**src/rtl/obi_ram_pkg.sv**
```systemverilog
// Shared state encoding, limits and window-decode helper for the OBI SRAM responder.
package obi_ram_pkg;

   typedef enum logic [1:0] {
      RESP_IDLE,
      RESP_WAIT,
      RESP_ACCESS,
      RESP_RESP
   } resp_state_t;

   localparam int unsigned MAX_MEM_LATENCY = 4;
   localparam int unsigned MAX_WAIT_STATES = 7;

   // Evaluated at 64 bits so base + window size cannot wrap for any supported bus width.
   function automatic logic in_window(input logic [63:0] addr, input logic [63:0] base,
                                      input int unsigned aw);
      logic [63:0] size;
      size = 64'd4 << aw;
      return (addr >= base) && (addr < base + size);
   endfunction

endpackage

```
**src/rtl/obi_ram_responder.sv**
```systemverilog
// Single-outstanding OBI responder that maps bus accesses onto a synchronous single-port SRAM,
// answering out-of-window addresses with an error response of identical latency.
module obi_ram_responder
   import obi_ram_pkg::*;
#(
   parameter int unsigned               SOC_ADDR_WIDTH = 32,
   parameter int unsigned               MEM_ADDR_WIDTH = 10,
   parameter logic [SOC_ADDR_WIDTH-1:0] BASE_ADDR      = '0,
   parameter int unsigned               MEM_LATENCY    = 1,
   parameter int unsigned               WAIT_STATES    = 0
) (
   input  logic                      clk_i,
   input  logic                      rst_i,
   input  logic                      obi_req_i,
   output logic                      obi_gnt_o,
   input  logic [SOC_ADDR_WIDTH-1:0] obi_addr_i,
   input  logic                      obi_we_i,
   input  logic [3:0]                obi_be_i,
   input  logic [31:0]               obi_wdata_i,
   output logic                      obi_rvalid_o,
   output logic [31:0]               obi_rdata_o,
   output logic                      obi_err_o,
   output logic                      mem_req_o,
   output logic                      mem_we_o,
   output logic [MEM_ADDR_WIDTH-1:0] mem_addr_o,
   output logic [3:0]                mem_be_o,
   output logic [31:0]               mem_wdata_o,
   input  logic [31:0]               mem_rdata_i,
   output logic                      busy_o
);

   if (MEM_LATENCY < 1 || MEM_LATENCY > MAX_MEM_LATENCY) begin : g_badLatency
      $error("obi_ram_responder: MEM_LATENCY must lie in 1..%0d", MAX_MEM_LATENCY);
   end
   if (WAIT_STATES > MAX_WAIT_STATES) begin : g_badWaitStates
      $error("obi_ram_responder: WAIT_STATES must lie in 0..%0d", MAX_WAIT_STATES);
   end
   if (SOC_ADDR_WIDTH > 62 || SOC_ADDR_WIDTH < MEM_ADDR_WIDTH + 2) begin : g_badWidths
      $error("obi_ram_responder: SOC_ADDR_WIDTH incompatible with MEM_ADDR_WIDTH");
   end
   if ((64'(BASE_ADDR) & ((64'd4 << MEM_ADDR_WIDTH) - 64'd1)) != 64'd0) begin : g_badBase
      $error("obi_ram_responder: BASE_ADDR must be aligned to the window size");
   end

   localparam logic [2:0] WAIT_LAST = 3'(WAIT_STATES);
   localparam logic [1:0] LAT_LAST  = 2'(MEM_LATENCY - 1);

   resp_state_t               state_q, state_d;
   logic [2:0]                wCnt_q, wCnt_d;
   logic [1:0]                lCnt_q, lCnt_d;
   logic                      we_q;
   logic                      inRange_q;
   logic                      gnt;
   logic                      inRange;
   logic [MEM_ADDR_WIDTH-1:0] memWord;

   assign inRange = in_window(64'(obi_addr_i), 64'(BASE_ADDR), MEM_ADDR_WIDTH);
   assign memWord = MEM_ADDR_WIDTH'((obi_addr_i - BASE_ADDR) >> 2);

   // Grant decision and next state; a grant jumps straight to RESP when the SRAM answers in one cycle.
   always_comb begin
      state_d = state_q;
      wCnt_d  = wCnt_q;
      lCnt_d  = lCnt_q;
      gnt     = 1'b0;
      unique case (state_q)
         RESP_IDLE: begin
            wCnt_d = '0;
            lCnt_d = '0;
            if (obi_req_i) begin
               if (WAIT_STATES == 0) begin
                  gnt = 1'b1;
               end else begin
                  state_d = RESP_WAIT;
                  wCnt_d  = 3'd1;
               end
            end
         end
         RESP_WAIT: begin
            if (!obi_req_i) begin
               state_d = RESP_IDLE;
               wCnt_d  = '0;
            end else if (wCnt_q == WAIT_LAST) begin
               gnt = 1'b1;
            end else begin
               wCnt_d = wCnt_q + 3'd1;
            end
         end
         RESP_ACCESS: begin
            if (lCnt_q == LAT_LAST) begin
               state_d = RESP_RESP;
            end else begin
               lCnt_d = lCnt_q + 2'd1;
            end
         end
         RESP_RESP: begin
            state_d = RESP_IDLE;
         end
         default: begin
            state_d = RESP_IDLE;
         end
      endcase
      if (gnt) begin
         wCnt_d = '0;
         if (MEM_LATENCY == 1) begin
            state_d = RESP_RESP;
         end else begin
            state_d = RESP_ACCESS;
            lCnt_d  = 2'd1;
         end
      end
   end

   // State, counters and the per-transaction attributes captured at grant.
   always_ff @(posedge clk_i) begin
      if (rst_i) begin
         state_q   <= RESP_IDLE;
         wCnt_q    <= '0;
         lCnt_q    <= '0;
         we_q      <= 1'b0;
         inRange_q <= 1'b0;
      end else begin
         state_q <= state_d;
         wCnt_q  <= wCnt_d;
         lCnt_q  <= lCnt_d;
         if (obi_gnt_o) begin
            we_q      <= obi_we_i;
            inRange_q <= inRange;
         end
      end
   end

   // A grant is never issued in a reset cycle, since the reset would discard it.
   assign obi_gnt_o    = gnt & ~rst_i;
   assign mem_req_o    = obi_gnt_o & inRange;
   assign mem_we_o     = mem_req_o & obi_we_i;
   assign mem_addr_o   = mem_req_o ? memWord : '0;
   assign mem_be_o     = mem_req_o ? obi_be_i : 4'h0;
   assign mem_wdata_o  = mem_req_o ? obi_wdata_i : 32'h0;
   assign obi_rvalid_o = (state_q == RESP_RESP);
   assign obi_err_o    = obi_rvalid_o & ~inRange_q;
   assign obi_rdata_o  = (obi_rvalid_o & ~we_q & inRange_q) ? mem_rdata_i : 32'h0;
   assign busy_o       = (state_q != RESP_IDLE);

endmodule

```
**config.mk**
```make
export PLATFORM = sky130hd
export DESIGN_NAME = obi_ram_responder
export DESIGN_NICKNAME = d
export VERILOG_FILES = /design/src/rtl/obi_ram_pkg.sv /design/src/rtl/obi_ram_responder.sv
export SDC_FILE = /design/constraint.sdc
export NUM_CORES = 1
export LEC_CHECK = 0
export CAP_MARGIN = 30
export CORE_AREA = 2 2 73 75
export CTS_CLUSTER_SIZE = 30
export DETAILED_ROUTE_END_ITERATION = 7
export DIE_AREA = 0 0 75 77
export GPL_TIMING_DRIVEN = 0
export PLACE_DENSITY = 0.81
export SLEW_MARGIN = 20
export SYNTH_ARGS = -nofsm -noshare
export SYNTH_HDL_FRONTEND = slang
export SYNTH_SLANG_ARGS = --single-unit
```
**constraint.sdc**
```tcl
create_clock -name clk_i -period 2.7 [get_ports clk_i]
set_input_delay 0.54 -clock clk_i [delete_from_list [all_inputs] [get_ports clk_i]]
set_output_delay 0.54 -clock clk_i [all_outputs]
set_load 0.01 [all_outputs]
```
==> flow_summary.html <==
<table>
<tr><th>Metric</th><th>Value</th></tr>
<tr><th colspan="2">Setup path</th></tr>
<tr><td>Critical path data required time</td><td>~2.2 ns</td></tr>
<tr><td>Number of cell instances on the worst register-to-register path</td><td>5</td></tr>
<tr><td>Critical Path End</td><td>mem_wdata_o[18]</td></tr>
<tr><td>Worst reg2reg endpoint</td><td>inRange_q$_SDFFE_PP0P_</td></tr>
<tr><td>Master of the slowest instance on the critical path</td><td>sky130_fd_sc_hd__clkdlybuf4s50_1</td></tr>
<tr><td>Critical-path maximum fanout</td><td>10</td></tr>
<tr><td>Cell Chain, Critical Path</td><td>clkdlybuf4s50_1 -&gt; nor4_1 -&gt; nand2_1 -&gt; clkbuf_8 -&gt; buf_4 -&gt; nor3_4 -&gt; buf_6</td></tr>
<tr><td>Source of the worst register-to-register timing path</td><td>state_q[0]$_SDFFE_PP0P_</td></tr>
<tr><td>Crit end category</td><td>primary output</td></tr>
<tr><td>Worst Setup Path Type</td><td>primary input to primary output</td></tr>
<tr><td>Data arrival time of the critical path</td><td>~2.1 ns</td></tr>
<tr><td>Launch point of the critical path</td><td>obi_addr_i[28]</td></tr>
<tr><td>Kind of start point of the critical path</td><td>primary input</td></tr>
<tr><td>Setup slack on the worst flop-to-flop path</td><td>roughly 1.3 ns</td></tr>
<tr><td>Worst stage delay on the critical path</td><td>0.44 ns</td></tr>
<tr><th colspan="2">Cells and area</th></tr>
<tr><td>Number of non-filler instances in the completed layout</td><td>~430</td></tr>
<tr><td>Antenna fix cells</td><td>0</td></tr>
<tr><td>Number of nets in the final layout</td><td>between 400 and 500</td></tr>
<tr><td>Area Growth Syn to Fin</td><td>202%</td></tr>
<tr><td>Fraction of final layout cells with drive strength greater than 1</td><td>0.286</td></tr>
<tr><td>Final design instance area without fill</td><td>roughly 0.0030 mm²</td></tr>
<tr><th colspan="2">Detailed routing</th></tr>
<tr><td>Total via count after detailed routing</td><td>around 1800</td></tr>
<tr><td>Final ANT Viol Nets</td><td>0</td></tr>
<tr><td>Routed via count divided by cell count</td><td>about 4</td></tr>
<tr><td>Mean routed wirelength per cell</td><td>around 12 µm</td></tr>
<tr><td>Drt first pass iters</td><td>4</td></tr>
<tr><td>Drt first-iter violations</td><td>7</td></tr>
<tr><td>WL final</td><td>approximately 5.0 mm</td></tr>
<tr><td>Remaining design rule violation count</td><td>0</td></tr>
<tr><th colspan="2">Power</th></tr>
<tr><td>Combinational cell fraction of total power</td><td>0.522</td></tr>
<tr><td>Worst vdd rail ir drop</td><td>0.136 mV</td></tr>
<tr><td>Power per standard cell area</td><td>123 mW/mm²</td></tr>
<tr><td>Clock network fraction of total power</td><td>0.345</td></tr>
<tr><td>Net switching power</td><td>between 0.07 and 0.08 mW</td></tr>
<tr><td>Cell-internal power</td><td>just under 0.3 mW</td></tr>
<tr><td>Seq pwr share</td><td>0.133</td></tr>
<tr><td>Fraction of power spent switching nets</td><td>0.208</td></tr>
<tr><td>Leakage power figure</td><td>1.43 nW</td></tr>
<tr><th colspan="2">CTS</th></tr>
<tr><td>CTS sink cnt</td><td>3</td></tr>
<tr><td>Master cell of the clock root buffer</td><td>sky130_fd_sc_hd__clkbuf_8</td></tr>
<tr><td>Worst skew pair latency</td><td>~0.21 ns</td></tr>
<tr><td>Number of buffers added to fix hold violations after cts</td><td>0</td></tr>
<tr><td>CTS tree</td><td>done</td></tr>
<tr><td>Clock Path Buffers</td><td>2</td></tr>
<tr><td>H-tree depth reported by CTS</td><td>1</td></tr>
<tr><td>Clock-pin transition on the worst setup and hold timing paths</td><td>~0.030 ns</td></tr>
<tr><td>CTS buffer count</td><td>3</td></tr>
<tr><th colspan="2">Global routing</th></tr>
<tr><td>Met2 Use GR</td><td>0.325</td></tr>
<tr><td>Vias in the first global route</td><td>approximately 1700</td></tr>
<tr><td>Antenna violations before repair</td><td>0</td></tr>
<tr><td>Wire length of the first global-routing pass</td><td>slightly below 8 mm</td></tr>
<tr><td>Maximum number of pins on one net before global-route repair</td><td>11</td></tr>
<tr><td>Total routing usage reported by global routing</td><td>0.164</td></tr>
<tr><td>Fraction of met3 tracks used by global routing</td><td>0.0381</td></tr>
<tr><td>Busiest layer in global routing</td><td>met2</td></tr>
<tr><td>Met1 Use GR</td><td>0.164</td></tr>
<tr><td>Total grt overflow</td><td>0</td></tr>
<tr><th colspan="2">Timing</th></tr>
<tr><td>Number of pins with negative max-slew slack in the final report</td><td>0</td></tr>
<tr><td>Post-route minimum period</td><td>2.62 ns</td></tr>
<tr><td>Share of the clock period used by the worst path</td><td>0.971</td></tr>
<tr><td>Worst slew margin</td><td>0.615</td></tr>
<tr><td>RSZ-0062 raised after global routing</td><td>no</td></tr>
<tr><td>Final setup fails</td><td>0</td></tr>
<tr><td>Endpoints failing hold</td><td>0</td></tr>
<tr><td>Final worst hold slack</td><td>0.496 ns</td></tr>
<tr><td>Achievable frequency</td><td>approximately 380 MHz</td></tr>
<tr><td>Measured slew at the worst slew-check pin</td><td>~0.58 ns</td></tr>
<tr><td>Clock Skews</td><td>around 0.00021 ns</td></tr>
<tr><th colspan="2">Yosys</th></tr>
<tr><td>Number of enable-type register cells in the synthesized netlist</td><td>0</td></tr>
<tr><td>Synthesized Nets</td><td>approximately 270</td></tr>
<tr><td>Cell taking the most area after synthesis</td><td>sky130_fd_sc_hd__and2_1</td></tr>
<tr><td>Post-Synthesis Cells</td><td>approximately 160</td></tr>
<tr><td>Most frequent cell after synthesis</td><td>sky130_fd_sc_hd__inv_1</td></tr>
<tr><td>Count of warnings emitted by yosys</td><td>0</td></tr>
<tr><td>Synth top cells by count</td><td>sky130_fd_sc_hd__inv_1 (47), sky130_fd_sc_hd__and2_1 (32), sky130_fd_sc_hd__nor3_1 (28), sky130_fd_sc_hd__nor3_2 (19), sky130_fd_sc_hd__clkbuf_1 (9)</td></tr>
<tr><td>Largest cells by area after synthesis</td><td>sky130_fd_sc_hd__and2_1 (20%), sky130_fd_sc_hd__nor3_2 (19%), sky130_fd_sc_hd__inv_1 (18%), sky130_fd_sc_hd__nor3_1 (14%), sky130_fd_sc_hd__dfxtp_1 (6.0%)</td></tr>
<tr><td>Ys flop type</td><td>sky130_fd_sc_hd__dfxtp_1</td></tr>
<tr><td>Distinct cells, synth</td><td>21</td></tr>
<tr><td>Fraction of registers with async set/reset</td><td>0</td></tr>
<tr><td>Number of storage elements in the synthesis netlist</td><td>3</td></tr>
<tr><td>Register area share after synthesis</td><td>0.0605</td></tr>
<tr><td>Top cell type's share of synthesized area</td><td>0.202</td></tr>
<tr><td>Mean Syn Cell Area</td><td>around 6.1 µm²</td></tr>
<tr><td>Post-synthesis cell area</td><td>993 µm²</td></tr>
<tr><th colspan="2">Floorplan</th></tr>
<tr><td>I/O Pins</td><td>approximately 190</td></tr>
<tr><td>Placeable core region</td><td>between 0.004 and 0.005 mm²</td></tr>
<tr><td>Die boundary height</td><td>slightly below 80 µm</td></tr>
<tr><td>Die X</td><td>75 µm</td></tr>
<tr><td>Cell Rows</td><td>26</td></tr>
<tr><td>Initial core utilization</td><td>0.200</td></tr>
<tr><td>DIE AREA</td><td>between 0.005 and 0.006 mm²</td></tr>
<tr><th colspan="2">Placement</th></tr>
<tr><td>Placed Cells incl. Taps</td><td>about 420</td></tr>
<tr><td>Buffers on Ports</td><td>~190</td></tr>
<tr><td>Final HPWL DP</td><td>between 4 and 5 mm</td></tr>
<tr><td>Placed Instance Area</td><td>about 0.0029 mm²</td></tr>
<tr><td>Routability congestion estimate from global placement</td><td>about 0.73</td></tr>
<tr><th colspan="2">Hold path</th></tr>
<tr><td>Classification of the worst-slack hold path</td><td>flip-flop to flip-flop</td></tr>
<tr><th colspan="2">Run</th></tr>
<tr><td>Maxcap violations</td><td>0</td></tr>
<tr><th colspan="2">Run status</th></tr>
<tr><td>Status</td><td>finished clean</td></tr>
</table>
==> registers in the layout, summed over array words and instances (netlist names) <==
name and count:
we_q 1, inRange_q 1, state_q 1
==> routing by layer <==
layer / vias to the layer above / routed length (µm) / share of wire
met5: - / 0 / 0
li1: 883 / - / -
met2: 122 / 2680 / 0.53
met3: 10 / 586 / 0.12
met1: 744 / 1660 / 0.33
met4: 0 / 97 / 0.019
==> cell type report <==
cell class / count / area, µm²
inverters: 47 / 176
clock buffers: 4 / 45.0
repair buffers: 191 / 1710
plain buffers: 13 / 109
multi-input cells: 99 / 807
fillers: 472 / 1980
well taps: 70 / 87.6
flip-flops and latches: 3 / 60.1
==> power groups by stage <==
stage	combinational [mW]	clock [mW]	sequential, mW
finish	0.192	0.127	0.0490
CTS	0.188	0.130	0.0488
global placement	0.179	0	0.0492
global route	0.207	0.136	0.0493
detailed placement	0.182	0	0.0494
floorplan	0.0266	0	0.0494
==> worst max-delay path, delay by kind of cell <==
| kind | cells | cell delay (ns) |
|---|---|---|
| buf+inv | 4 | 0.96 |
| simple gates | 3 | 0.58 |
==> what timing repair did <==
action,4_1_cts,5_1_grt
gates resized for setup,180,52
setup buffers,3,2
endpoints found under the setup margin,48,64
gates cloned,0,1
pin swaps,5,7
==> metrics by stage <==
step	setup slack, ns	utilization	TNS, ns	total power, mW
after floorplan	0.608	-	0	0.0760
final	0.0789	0.602	0	0.367
after CTS	0.00751	0.571	0	0.366
after detailed placement	-0.582	0.589	-20.99	0.232
after global routing	0.00581	0.602	0	0.392
after global placement	-0.552	0.589	-20.89	0.229
==> worst min path at each step <==
stage / from / end / slack [ns] / depth (start not counted)
floorplan: we_q$_SDFFE_PP0P_ / we_q$_SDFFE_PP0P_ / 0.45 / 2
CTS: we_q$_SDFFE_PP0P_ / we_q$_SDFFE_PP0P_ / 0.49 / 2
global route: we_q$_SDFFE_PP0P_ / we_q$_SDFFE_PP0P_ / 0.56 / 2
finish: we_q$_SDFFE_PP0P_ / we_q$_SDFFE_PP0P_ / 0.50 / 2
global placement: we_q$_SDFFE_PP0P_ / we_q$_SDFFE_PP0P_ / 0.46 / 2
detailed placement: we_q$_SDFFE_PP0P_ / we_q$_SDFFE_PP0P_ / 0.49 / 2
==> layout by cell type, fill, tap and decap left out <==
cell type	count
sky130_fd_sc_hd__and2_1	32
sky130_fd_sc_hd__buf_2	38
sky130_fd_sc_hd__buf_4	7
sky130_fd_sc_hd__buf_6	6
sky130_fd_sc_hd__buf_8	1
sky130_fd_sc_hd__clkbuf_1	5
sky130_fd_sc_hd__clkbuf_2	6
sky130_fd_sc_hd__clkbuf_8	4
sky130_fd_sc_hd__clkdlybuf4s15_1	3
sky130_fd_sc_hd__clkdlybuf4s50_1	127
sky130_fd_sc_hd__dfxtp_1	3
sky130_fd_sc_hd__dlygate4sd2_1	1
sky130_fd_sc_hd__dlymetal6s2s_1	10
sky130_fd_sc_hd__inv_1	47
sky130_fd_sc_hd__nand2_1	5
sky130_fd_sc_hd__nand2b_1	1
sky130_fd_sc_hd__nand4_4	1
sky130_fd_sc_hd__nor2_1	1
sky130_fd_sc_hd__nor2_2	1
sky130_fd_sc_hd__nor2b_1	1
sky130_fd_sc_hd__nor3_1	14
sky130_fd_sc_hd__nor3_2	30
sky130_fd_sc_hd__nor3_4	3
sky130_fd_sc_hd__nor3b_1	1
sky130_fd_sc_hd__nor3b_4	1
sky130_fd_sc_hd__nor4_1	2
sky130_fd_sc_hd__nor4_4	3
sky130_fd_sc_hd__o21ai_0	1
sky130_fd_sc_hd__o41ai_1	1
sky130_fd_sc_hd__or3b_2	1
==> cells by family (layout without fill, tap and decap cells) <==
family                 after synthesis  in the layout  share of synthesized area
DFF                                  3              3                     0.0605
and+or+nand+nor                     97             97                      0.671
AOI/OAI and AO/OA                    2              2                     0.0139
buffers and inverters               61            255                      0.254
(Power assumes the default switching activity.)
==> patch 1 (same settings) <==
Change the parameter `MEM_ADDR_WIDTH` from 10 to 11.
--- a/src/rtl/obi_ram_responder.sv
+++ b/src/rtl/obi_ram_responder.sv
@@ -4,7 +4,7 @@
    import obi_ram_pkg::*;
 #(
    parameter int unsigned               SOC_ADDR_WIDTH = 32,
-   parameter int unsigned               MEM_ADDR_WIDTH = 10,
+   parameter int unsigned               MEM_ADDR_WIDTH = 11,
    parameter logic [SOC_ADDR_WIDTH-1:0] BASE_ADDR      = '0,
    parameter int unsigned               MEM_LATENCY    = 1,
    parameter int unsigned               WAIT_STATES    = 0
Ports: changed (resized mem_addr_o); port bits go from 188 to 189. No check against the original RTL was run, so the function may have changed too.
==> patch 1 against the original RTL <==
  * Total power about the same
  * Clock power about the same
  * Final area decreased by 0.63%
  * Final cell count unchanged
  * Setup slack improved by 0.0016 ns
  * Sequential cell count unchanged
  * Largest cell class unchanged
  * Sequential share of layout area about the same
  * Synthesized area decreased by 14%
  * Largest power group unchanged
  * Combinational power about the same
  * Wire length increased by 5.0%
  * Utilization decreased by 0.38 points
  * Clock skew increased by 0.0018 ns
==> patch 1: results (changes against the original RTL) <==
- Distinct cell type count of the synthesized netlist: 18 (-14%)
- # DRC: 0 (unchanged)
- Drt via density: 4.15 (+0.85%)
- Via count of the first global-routing pass: 1705 (-0.99%)
- Share of synthesized area occupied by flip-flops and latches: 0.0700 (+0.00952)
- Final critical-path share of the clock period: 0.970 (about the same)
- RePlAce Congestion: 0.749 (+2.7%)
- Fraction of layout instances using a drive strength above 1: 0.255 (-0.0308)
- Status: completed
- Violation count after the first detailed-route iteration: 34 (+27)
- Setup Skew: 0.00205 ns (+0.00184 ns)
- Smallest hold slack: 0.474 ns (-0.0223 ns)
- Total wirelength of the detailed-routed design: 5280 um (+5.0%)
- Detailed placer's ending HPWL: 4350 um (+2.2%)
- Total CTS buffers: 3 (unchanged)
- Worst IR Drop VDD: 0.0000860 V (-37%)
- Most frequent cells after synthesis: sky130_fd_sc_hd__nor3_1 (49), sky130_fd_sc_hd__inv_1 (48), sky130_fd_sc_hd__and2_1 (32)
- Placed standard-cell area: 0.00281 sq mm (-4.3%)
- Number of buffers added on ports: 186 (+0.54%)
- Worst-Margin Slew: 0.516 ns (-0.0619 ns)
- Worst slack at placement: -0.624 ns (-0.0425 ns)
- Slowest cell on the critical path: sky130_fd_sc_hd__clkdlybuf4s50_1
- # fillers: 475 (+0.64%)
- Cell taking the most area after synthesis: sky130_fd_sc_hd__nor3_1
- Total inserted antenna cells: 0 (unchanged)
- Leak Pwr: 1.38 nW (-3.5%)
patch 1: changes by cell type in the layout (fill, tap and decap cells not counted), moves of 3 or more:
cell	delta
sky130_fd_sc_hd__nand2_1	-3
sky130_fd_sc_hd__nor3_1	+14
sky130_fd_sc_hd__buf_6	-5
sky130_fd_sc_hd__dlygate4sd2_1	+3
sky130_fd_sc_hd__clkdlybuf4s15_2	+14
sky130_fd_sc_hd__buf_2	-7
sky130_fd_sc_hd__nor3_2	-11
patch 1: cells by family after synthesis:
family,share of synthesized area
compound gates,0.0160
buf+inv,0.277
flops,0.0700
simple gates,0.637
patch 1: final cells by class:
class,count,area (sq um),area share
clock buffer,4,45.0,0.0151
timing repair buffer,190,1770,0.596
tap,70,87.6,0.0294
sequential,3,60.1,0.0202
multi-input combinational,98,732,0.246
inverter,48,180,0.0605
buffer,14,98.8,0.0332
patch 1: worst paths after layout:
kind	cells past startpoint	start	end
setup reg to reg	5	state_q[0]$_SDFFE_PP0P_	inRange_q$_SDFFE_PP0P_
hold reg to reg	2	we_q$_SDFFE_PP0P_	we_q$_SDFFE_PP0P_
setup / recovery	6	obi_addr_i[31]	mem_wdata_o[6]
hold / removal	2	we_q$_SDFFE_PP0P_	we_q$_SDFFE_PP0P_
patch 1: metal layers:
layer,track usage,up-vias,wire length (um)
met5,0,-,0
met4,0.0393,0,45
met3,0.0578,4,700
met2,0.325,116,2840
met1,0.165,773,1700
li1,-,881,-
patch 1: what timing repair did:
action,4_1_cts,5_1_grt
pin swaps,2,5
gates cloned,0,0
buffers inserted,3,1
resized for setup,203,43
endpoints found under the setup margin,49,59
patch 1: where the power goes:
| group | total [mW] | internal [mW] | switching, mW | leakage (nW) |
|---|---|---|---|---|
| logic | 0.192 | 0.144 | 0.0475 | 1.33 |
| clock network | 0.127 | 0.100 | 0.0266 | 0.0228 |
| registers | 0.0487 | 0.0466 | 0.00205 | 0.0246 |
| total | 0.367 | 0.291 | 0.0762 | 1.38 |
patch 1: tightest hold or removal path, stage by stage (launching register included):
cell and delay [ns]:
sky130_fd_sc_hd__dfxtp_1 0.30, sky130_fd_sc_hd__nand2b_1 0.06, sky130_fd_sc_hd__o21ai_0 0.06
patch 1: through the flow:
stage	total power, mW	std cells
after floorplan	0.0731	163
after global placement	0.224	419
after detailed placement	0.227	419
after CTS	0.368	426
after global routing	0.394	427
final	0.367	427
==> patch 2 (same settings) <==
Made on the original files. Re-encode `resp_state_t` (4 states) as one-hot, 4 bits wide.
--- a/src/rtl/obi_ram_pkg.sv
+++ b/src/rtl/obi_ram_pkg.sv
@@ -1,11 +1,11 @@
 // Shared state encoding, limits and window-decode helper for the OBI SRAM responder.
 package obi_ram_pkg;
 
-   typedef enum logic [1:0] {
-      RESP_IDLE,
-      RESP_WAIT,
-      RESP_ACCESS,
-      RESP_RESP
+   typedef enum logic [3:0] {
+      RESP_IDLE   = 4'b0001,
+      RESP_WAIT   = 4'b0010,
+      RESP_ACCESS = 4'b0100,
+      RESP_RESP   = 4'b1000
    } resp_state_t;
 
    localparam int unsigned MAX_MEM_LATENCY = 4;
Check against the original RTL: no difference found for any inputs over 10 cycles, from zero or initial values and one cycle with rst_i high; not proved beyond that.
==> patch 2 against the original RTL <==
  * Setup slack better by 0.0068 ns
  * Synthesized cell count up 0.61%
  * Sequential power grew 31%
  * Sequential cell count up 1
  * Synthesized area is 3.1% higher
  * Utilization up 0.050 points
  * Total power grew 3.0%
  * Via count shrank 0.23%
  * Final area about the same
  * Wire length rose by 6.1%
  * Largest power group unchanged
  * Highest routed layer is now met5
==> patch 2: results (changes against the original RTL) <==
- Worst IR Drop VDD: 0.000123 V (-9.5%)
- Synth Warn #: 0 (unchanged)
- Portion of total power attributed to the clock network: 0.331 (-0.014)
- Dpl cells: 419 (+0.24%)
- Met3 Usage GRT: 0.0499 (+0.0118)
- Largest stage delay on the critical path: 0.47 ns (+0.03 ns)
- Synth area leaders: sky130_fd_sc_hd__and2_1 (20%), sky130_fd_sc_hd__nor3_2 (19%), sky130_fd_sc_hd__inv_1 (18%)
- Count of TritonRoute iterations in the first routing pass: 2 (-2)
- Area fraction in compound gates after synthesis: 0.0134 (-0.000423)
- Final layout net count: 466 (+0.87%)
- Global-route track usage on met1: 0.189 (+0.0245)
- Total wirelength of the detailed-routed design: 5340 um (+6.1%)
- Per-instance average area after synthesis: 6.25 sq um (+2.5%)
- Violation count after the first detailed-route iteration: 27 (+20)
- Total number of vias: 1755 (-0.23%)
- Biggest regs: state_q x2, inRange_q x1, we_q x1
- Distinct cell type count of the synthesized netlist: 22 (+4.8%)
- Power drawn by the sequential cells: 0.0644 mW (+31%)
- Wire length on met1: 1960 um (+18%)
- Highest signal layer in the routed design: met5
- RePlAce Congestion: 0.752 (+3.0%)
- GR Layer Usage met2: 0.318 (-0.00702)
- Wire length of the first global-routing pass: 7980 um (+2.8%)
- H-tree depth: 1 (unchanged)
- Antenna violations before repair: 1 (+1)
- Remaining global-route overflow: 0 (unchanged)
- Detailed placer's ending HPWL: 4470 um (+4.9%)
- Total nets after synthesis: 268 (+0.37%)
- Drt via density: 4.08 (-0.92%)
- Cell-internal power: 0.299 mW (+2.7%)
- Placed standard-cell area: 0.00296 sq mm (+1.1%)
- Number of instances resized during post-cts repair: 203 (+13%)
- Leak Pwr: 1.42 nW (-0.51%)
- Fraction of layout instances using a drive strength above 1: 0.292 (+0.00595)
- Wire length on met2: 2670 um (-0.60%)
- Via count of the first global-routing pass: 1736 (+0.81%)
- Power per cell area: 126 mW/mm^2 (+2.9%)
- Status: completed
patch 2: path summary, 6_finish.rpt:
| path | startpoint | cells after the start | end | slack (ns) |
|---|---|---|---|---|
| setup / recovery | obi_req_i | 7 | mem_wdata_o[10] | 0.09 |
| hold / removal | state_q[3]$_SDFFE_PP0P_ | 1 | state_q[3]$_SDFFE_PP0P_ | 0.46 |
| setup reg to reg | state_q[3]$_SDFFE_PP0P_ | 5 | inRange_q$_SDFFE_PP0P_ | 1.20 |
| hold reg to reg | state_q[3]$_SDFFE_PP0P_ | 1 | state_q[3]$_SDFFE_PP0P_ | 0.46 |
patch 2: cell type report:
cell class / count / area, sq um
Sequential cell: 4 / 80.1
Timing Repair Buffer: 193 / 1700
Fill cell: 462 / 1980
Tap cell: 70 / 87.6
Clock buffer: 3 / 41.3
Multi-Input combinational cell: 99 / 798
Buffer: 13 / 111
Inverter: 48 / 180
